$ cat src/rtl/sdp_ram_pkg.sv
// sdp_ram_pkg: shared constants, helpers and state encoding for sdp_ram
package sdp_ram_pkg;
    localparam int RDW_OLD = 0;
    localparam int RDW_NEW = 1;
    function automatic int be_width(input int data_w);
        return data_w / 8;
    endfunction
    typedef enum logic {CLEAR, IDLE} ram_state_t;
endpackage

$ cat src/rtl/sdp_ram_clr_fsm.sv
// sdp_ram_clr_fsm: sweeps zeros through the array after reset or on a clear request
module sdp_ram_clr_fsm
    import sdp_ram_pkg::*;
#(
    parameter int ADDR_W = 4,
    parameter int DEPTH  = 16
) (
    input  logic              clk,
    input  logic              rst,
    input  logic              clr,
    output logic              busy,
    output logic              clr_we,
    output logic [ADDR_W-1:0] clr_addr
);
    ram_state_t        state_q;
    logic [ADDR_W-1:0] ptr_q;
    logic              busy_q;
    always_ff @(posedge clk or posedge rst) begin
        if (rst) begin
            state_q <= CLEAR;
            ptr_q   <= '0;
            busy_q  <= 1'b1;
        end else begin
            case (state_q)
                CLEAR: begin
                    if (ptr_q == ADDR_W'(DEPTH - 1)) begin
                        state_q <= IDLE;
                        busy_q  <= 1'b0;
                    end else begin
                        ptr_q <= ptr_q + 1'b1;
                    end
                end
                default: begin
                    if (clr) begin
                        state_q <= CLEAR;
                        ptr_q   <= '0;
                        busy_q  <= 1'b1;
                    end
                end
            endcase
        end
    end
    assign busy     = busy_q;
    assign clr_we   = state_q == CLEAR;
    assign clr_addr = ptr_q;
endmodule

$ cat src/rtl/sdp_ram.sv
// sdp_ram: simple dual-port RAM with byte enables, selectable read latency,
// read-during-write mode and a hardware clear sweep
module sdp_ram
    import sdp_ram_pkg::*;
#(
    parameter int DATA_W   = 8,
    parameter int ADDR_W   = 4,
    parameter int DEPTH    = 16,
    parameter int RD_LAT   = 1,
    parameter int RDW_MODE = RDW_OLD
) (
    input  logic                clk,
    input  logic                rst,
    input  logic                clr,
    output logic                busy,
    input  logic                wr_en,
    input  logic [ADDR_W-1:0]   wr_addr,
    input  logic [DATA_W-1:0]   wr_data,
    input  logic [DATA_W/8-1:0] wr_be,
    input  logic                rd_en,
    input  logic [ADDR_W-1:0]   rd_addr,
    output logic [DATA_W-1:0]   rd_data,
    output logic                rd_valid,
    output logic                err
);
    localparam int              BE_W    = be_width(DATA_W);
    localparam logic [ADDR_W:0] DEPTH_V = (ADDR_W + 1)'(DEPTH);
    if (RD_LAT != 1 && RD_LAT != 2) begin : g_bad_lat
        $error("sdp_ram: RD_LAT must be 1 or 2");
    end
    if (DATA_W % 8 != 0 || DEPTH < 1 || DEPTH > 2 ** ADDR_W) begin : g_bad_geom
        $error("sdp_ram: illegal DATA_W/DEPTH/ADDR_W combination");
    end
    logic [DATA_W-1:0] mem [DEPTH];
    logic              clr_we;
    logic [ADDR_W-1:0] clr_addr;
    sdp_ram_clr_fsm #(.ADDR_W(ADDR_W), .DEPTH(DEPTH)) u_fsm (
        .clk(clk), .rst(rst), .clr(clr), .busy(busy), .clr_we(clr_we), .clr_addr(clr_addr)
    );
    logic              wr_ok, wr_acc, rd_ok, rd_acc, hit;
    logic [DATA_W-1:0] old_w, merged, rd_d;
    assign wr_ok  = {1'b0, wr_addr} < DEPTH_V;
    assign rd_ok  = {1'b0, rd_addr} < DEPTH_V;
    assign wr_acc = !busy && wr_en && wr_ok;
    assign rd_acc = !busy && rd_en;
    assign old_w  = mem[wr_addr];
    for (genvar b = 0; b < BE_W; b++) begin : g_be
        assign merged[8*b +: 8] = wr_be[b] ? wr_data[8*b +: 8] : old_w[8*b +: 8];
    end
    // Bypass forwards the merged word so unselected bytes still show array contents
    assign hit  = RDW_MODE == RDW_NEW && wr_acc && wr_addr == rd_addr;
    assign rd_d = !rd_ok ? '0 : hit ? merged : mem[rd_addr];
    always_ff @(posedge clk) begin
        if (clr_we || wr_acc) mem[clr_we ? clr_addr : wr_addr] <= clr_we ? '0 : merged;
    end
    logic              v1_q, e1_q, v2_q, e2_q;
    logic [DATA_W-1:0] d1_q, d2_q;
    always_ff @(posedge clk or posedge rst) begin
        if (rst) begin
            v1_q <= 1'b0;
            e1_q <= 1'b0;
            d1_q <= '0;
            v2_q <= 1'b0;
            e2_q <= 1'b0;
            d2_q <= '0;
        end else begin
            v1_q <= rd_acc;
            e1_q <= rd_acc && !rd_ok;
            if (rd_acc) d1_q <= rd_d;
            v2_q <= v1_q;
            e2_q <= e1_q;
            if (v1_q) d2_q <= d1_q;
        end
    end
    assign rd_data  = RD_LAT == 2 ? d2_q : d1_q;
    assign rd_valid = RD_LAT == 2 ? v2_q : v1_q;
    assign err      = RD_LAT == 2 ? e2_q : e1_q;
endmodule
$ cat config.mk
export PLATFORM = sky130hd
export DESIGN_NAME = sdp_ram
export DESIGN_NICKNAME = d
export VERILOG_FILES = /design/src/rtl/sdp_ram_pkg.sv /design/src/rtl/sdp_ram_clr_fsm.sv /design/src/rtl/sdp_ram.sv
export SDC_FILE = /design/constraint.sdc
export NUM_CORES = 1
export LEC_CHECK = 0
export CORE_MARGIN = 8
export CORE_UTILIZATION = 45
export CTS_CLUSTER_DIAMETER = 50
export DETAILED_ROUTE_END_ITERATION = 6
export SLEW_MARGIN = 25
export SYNTH_ARGS = -nofsm -noshare
export SYNTH_HDL_FRONTEND = slang
export SYNTH_SLANG_ARGS = --single-unit
$ cat constraint.sdc
create_clock -name clk -period 1.8 [get_ports clk]
set_input_delay 0.36 -clock clk [delete_from_list [all_inputs] [get_ports clk]]
set_output_delay 0.36 -clock clk [all_outputs]
set_load 0.005 [all_outputs]
### Word-level counts from Yosys, hierarchy flattened

Memories as Yosys holds them, arrays and structs flattened. A register that Yosys moved wholly into a read port is not among the register bits.
Index checks and enable logic that the tools add are counted.

* register bits: 7
* RAM bits: 128
* bits of input ports: 22
* output and inout port bits: 11
* memories kept: 1

* $add $sub $neg: 1
* equality and inequality tests: 3
* mux-type cells: 14
* bitwise gates (word level): 1
* reduce and logical (&&, ||, !) cells: 7

Memories
* mem: words 16, width 8, read ports 2, clocked after memory_dff 1, wr ports 1, RTL line sdp_ram.sv:34 `logic [DATA_W-1:0] mem [DEPTH];`

Operators with widths (count)
* 2-to-1 mux 4 bit: 4
* 2-to-1 mux 8 bit: 2
* 2-to-1 mux 1 bit: 8
* adder 4 x 1 -> 4 bit, second input constant: 1
* == test 4 bit, second input constant: 1
* AND reduction 2 bit: 2
* logical AND 1 bit: 2
* != test 2 x 1 -> 1 bit, second input constant: 1
* != test 2 bit, second input constant: 1
* nonzero test 2 bit: 1
* logical NOT 1 bit: 1
* logical OR 1 bit: 1
* NOT 1 bit: 1

### Depth between registers and ports, before layout

* depth in word-level cells: 5
* depth in mapped cells: 7
* mapped depth without buffers: 5

### Modules after synthesis

From an unflattened synthesis, not the netlist that was laid out.

* cells, all modules: 535
* area, all modules: 7110.6 µm²

Modules (own cells, without submodules)
* sdp_ram: times used 1, cells an instance 508, area each 6801.5 µm²
* sdp_ram_clr_fsm: times used 1, cells an instance 27, area each 309.0 µm²

### Worst setup path before layout

No wires, ideal clock.

* path type: in2reg
* start point: input wr_addr[2]
* end point: memory mem[10][0] (enable)
* arrival: 1443 ps
* required time: 1430 ps
* setup slack: -13 ps
* stages: 6
* path through: buf_2 > buf_6 > buf_6 > mux2i_1 > nand2_1 > nor2_1

* longest elaborated chain between the ends: 1

Ends and longest elaborated chain
* from (decl): RTL line sdp_ram.sv:17 `input logic [ADDR_W-1:0] wr_addr,`
* 2-to-1 mux 4 bit: RTL line sdp_ram.sv:54 `if (clr_we || wr_acc) mem[clr_we ? clr_addr : wr_addr] <= clr_we ? '0 : merged;`
* to (decl): RTL line sdp_ram.sv:34

No other way between the ends.

### Worst setup path after layout

* start point: register u_fsm.busy_q, in the netlist u_fsm.busy
* end point: memory mem[7][0] (enable)

* longest elaborated chain between the ends: 5

Ends and longest elaborated chain
* from (decl): RTL line sdp_ram_clr_fsm.sv:17 `logic busy_q;`
* from (signal assigned): RTL line sdp_ram_clr_fsm.sv:22 `busy_q <= 1'b1;`
* from (signal assigned): RTL line sdp_ram_clr_fsm.sv:28 `busy_q <= 1'b0;`
* from (signal assigned): RTL line sdp_ram_clr_fsm.sv:37 `busy_q <= 1'b1;`
* logical NOT 1 bit: RTL line sdp_ram.sv:44 `assign wr_acc = !busy && wr_en && wr_ok;`
* logical AND 1 bit: RTL line sdp_ram.sv:44
* logical OR 1 bit: RTL line sdp_ram.sv:54
* 2-to-1 mux 1 bit (2 in series): RTL line sdp_ram.sv:54

No other way between the ends.

==> flow_metrics.env <==
export IMPL_overflow=0
export IMPL_die_area_um2=20100
export IMPL_syn_avg_cell_area_um2=13.2
export IMPL_syn_nets=560
export IMPL_htree_levels=4
export IMPL_antenna_found_initial=0
export IMPL_wl_per_cell_um=22.8
export IMPL_ys_ff_latch=143
export IMPL_hold_path_class="in -> async"
export IMPL_core_um2=15700
export IMPL_die_h_um=142
export IMPL_drt_first_iter_violations=519
export IMPL_clock_sinks=143
export IMPL_synth_edff_count=128
export IMPL_fin_skew_ps=8.23
export IMPL_grt_pass1_vias=4996
export IMPL_drive_gt1_share_pct=22.2
export IMPL_antenna_left=0
export IMPL_clock_latency_ps=430
export IMPL_post_route_util_pct=56.9
export IMPL_fin_ws_ps=56.2
export IMPL_drt_wl_total_um=19700
export IMPL_final_nets=659
export IMPL_die_w_um=142
export IMPL_worstSetupPathType="reg -> reg"
export IMPL_pre_cts_slack_ps=-395
export IMPL_max_vdd_ir_drop_mv=0.872
export IMPL_syn_cell_area_um2=7110
export IMPL_finalSetupTns_ps=0
export IMPL_rows=46
export IMPL_netlist_area_leader_share_pct=54.1
export IMPL_syn_inst=537
export IMPL_grt_max_degree=29
export IMPL_n_antenna_cell=0
export IMPL_yosysSeqAreaShare_pct=59.4
export IMPL_synth_top_area_cell="edfxtp_1"
export IMPL_synthArstFlopShare_pct=10.5
export IMPL_setup_violations=0
export IMPL_initial_core_util_pct=45.4
export IMPL_grt_pass1_wl_um=29400
export IMPL_cts_tree="yes"
export IMPL_worstPathMaxFanout=6
export IMPL_io_pins=33
export IMPL_fin_crit_ps=1740
export IMPL_cp_end_kind="flip-flop"
export IMPL_timing_max_cap_violations=0
export IMPL_area_delta_synth_final_pct=25.4
export IMPL_yosysWarnings=0
export IMPL_ys_flop_type="edfxtp_1"
export IMPL_first_pass_iters=6
export IMPL_hold_buffers=0
export IMPL_drc=0
export IMPL_yosysUniqueCellTypes=40
export IMPL_outcome="finished clean"
export IMPL_cp_start_kind="flip-flop"
export IMPL_dpl_hpwl_um=14000
export IMPL_vias=4982
export IMPL_cts_root_buf="clkbuf_16"
export IMPL_worst_setup_hold_path_clk_slew_ps=60
export IMPL_p_leak_nw=3.54
export IMPL_port_buffers=31
export IMPL_hold_viol=0
export IMPL_power_density_nw_per_um2=1410
export IMPL_cts_buffers_inserted=17
export IMPL_gp_congestion=0.869
export IMPL_yosys_top_cells_area="edfxtp_1, mux2i_1, dfrtp_1, a22oi_1, nand2_1"
export IMPL_critPathRequiredTime_ps=1940
export IMPL_worstPathArrival_ps=1880
export IMPL_slew_viol_final=0
export IMPL_rsz0062_at_grt="yes"
export IMPL_finalCritPeriodShare_pct=96.9
export IMPL_fmax_mhz=573
export IMPL_grt_usage_pct=20.4
export IMPL_viasPerCell=5.76
export IMPL_clockBufferDepth=2
==> path summary, 6_finish.rpt <==
| path | from | end | slack, ps | cells past startpoint |
|---|---|---|---|---|
| min in group clk | rd_data[1]$_DFFE_PP0P_ | rd_data[1]$_DFFE_PP0P_ | 490 | 2 |
| worst min register to register | rd_data[1]$_DFFE_PP0P_ | rd_data[1]$_DFFE_PP0P_ | 490 | 2 |
| worst min-delay path | rst | u_fsm.clr_addr[0]$_DFFE_PP0P_ | 280 | 3 |
| max in group asynchronous | rst | u_fsm.busy$_DFFE_PP1P_ | 1240 | 3 |
| worst max-delay path | u_fsm.busy$_DFFE_PP1P_ | mem[7][0]$_DFFE_PP_ | 60 | 6 |
| worst max register to register | u_fsm.busy$_DFFE_PP1P_ | mem[7][0]$_DFFE_PP_ | 60 | 6 |
==> through the flow <==
stage / cell area, um^2 / cells / hold slack, ps / power [mW]
CTS: 8910 / 865 / 278 / 12.6
global placement: 8230 / 832 / 481 / 8.59
detailed placement: 8230 / 832 / 475 / 8.66
finish: 8910 / 865 / 280 / 12.6
global route: 8910 / 865 / 315 / 13.1
floorplan: 7110 / 537 / 261 / 6.88
==> layout by cell type (no fill, tap or decap), types with 2 or more instances in the layout <==
| master | n |
|---|---|
| nand2_1 | 58 |
| and2_1 | 3 |
| nand2b_1 | 2 |
| o211ai_2 | 8 |
| a21oi_1 | 11 |
| xnor2_1 | 2 |
| buf_4 | 75 |
| clkinvlp_4 | 4 |
| a22oi_1 | 40 |
| a21oi_2 | 8 |
| clkbuf_16 | 17 |
| edfxtp_1 | 128 |
| nor2_1 | 21 |
| nand3_1 | 34 |
| buf_12 | 15 |
| o21ai_0 | 3 |
| mux2i_1 | 131 |
| clkinv_4 | 2 |
| nor2_2 | 2 |
| o22ai_1 | 2 |
| clkinv_2 | 3 |
| dfrtp_1 | 13 |
| bufinv_16 | 6 |
| nor2b_1 | 4 |
| inv_1 | 5 |
| nand4_1 | 8 |
| clkdlybuf4s50_1 | 28 |
==> Yosys cell counts (5+ instances only) <==
master	instances
a21oi_1	11
a21oi_2	8
a22oi_1	40
buf_2	11
buf_4	9
buf_6	6
dfrtp_1	14
edfxtp_1	128
inv_1	5
mux2i_1	131
nand2_1	58
nand3_1	34
nand4_1	8
nor2_1	23
o211ai_2	8
==> report_power, final <==
part | internal (mW) | total [mW] | switching [mW]
clock network | 2.59 | 3.91 | 1.32
registers | 4.73 | 5.19 | 0.455
logic | 1.48 | 3.45 | 1.97
total | 8.80 | 12.6 | 3.75
==> worst max-delay path, stage by stage (launching register included) <==
cell       delay, ps
dfstp_2          370
buf_4            160
nand4bb_1        180
o21ai_0          120
nand2_1          170
nor2_2           250
buf_4            200
==> layer usage <==
metal / GRT usage, % / share of wire (%) / wire, um / up-vias
li1: - / - / - / 2247
met1: 25.6 / 41 / 8010 / 2452
met2: 34.1 / 50 / 9770 / 242
met3: 3.97 / 7.2 / 1420 / 41
met4: 8.08 / 2.5 / 497 / 0
met5: 0 / 0 / 0 / -
==> area by class of cell <==
class | count | area [um^2]
clock buffer | 17 | 425
clock inverter | 15 | 243
fill | 1300 | 6740
inverter | 5 | 18.8
multi-input combinational | 350 | 2580
sequential | 143 | 4220
tap | 216 | 270
timing repair buffer | 119 | 1150
==> flip-flops by register name, indices dropped and copies added (netlist names) <==
register / flops
u_fsm.busy: 1
mem: 128
u_fsm.clr_addr: 4
rd_data: 8
u_fsm.state_q: 1
rd_valid: 1
==> what timing repair did <==
item / 4_1_cts / 5_1_grt
pin swaps: 0 / 0
endpoints found under the setup margin: 7 / 59
resized for setup: 2 / 1
setup buffers: 1 / 0
==> cell families after synthesis <==
logic type | after synthesis | synth area share, %
AOI/OAI and AO/OA | 76 | 8.24
xor gates and xnor gates | 2 | 0.247
adders and majority gates | 1 | 0.176
buffers and inverters | 44 | 4.37
DFF | 143 | 59.4
muxes | 132 | 18.6
other | 1 | 0.0528
and+or+nand+nor | 138 | 8.93
(Power assumes the default switching activity.)
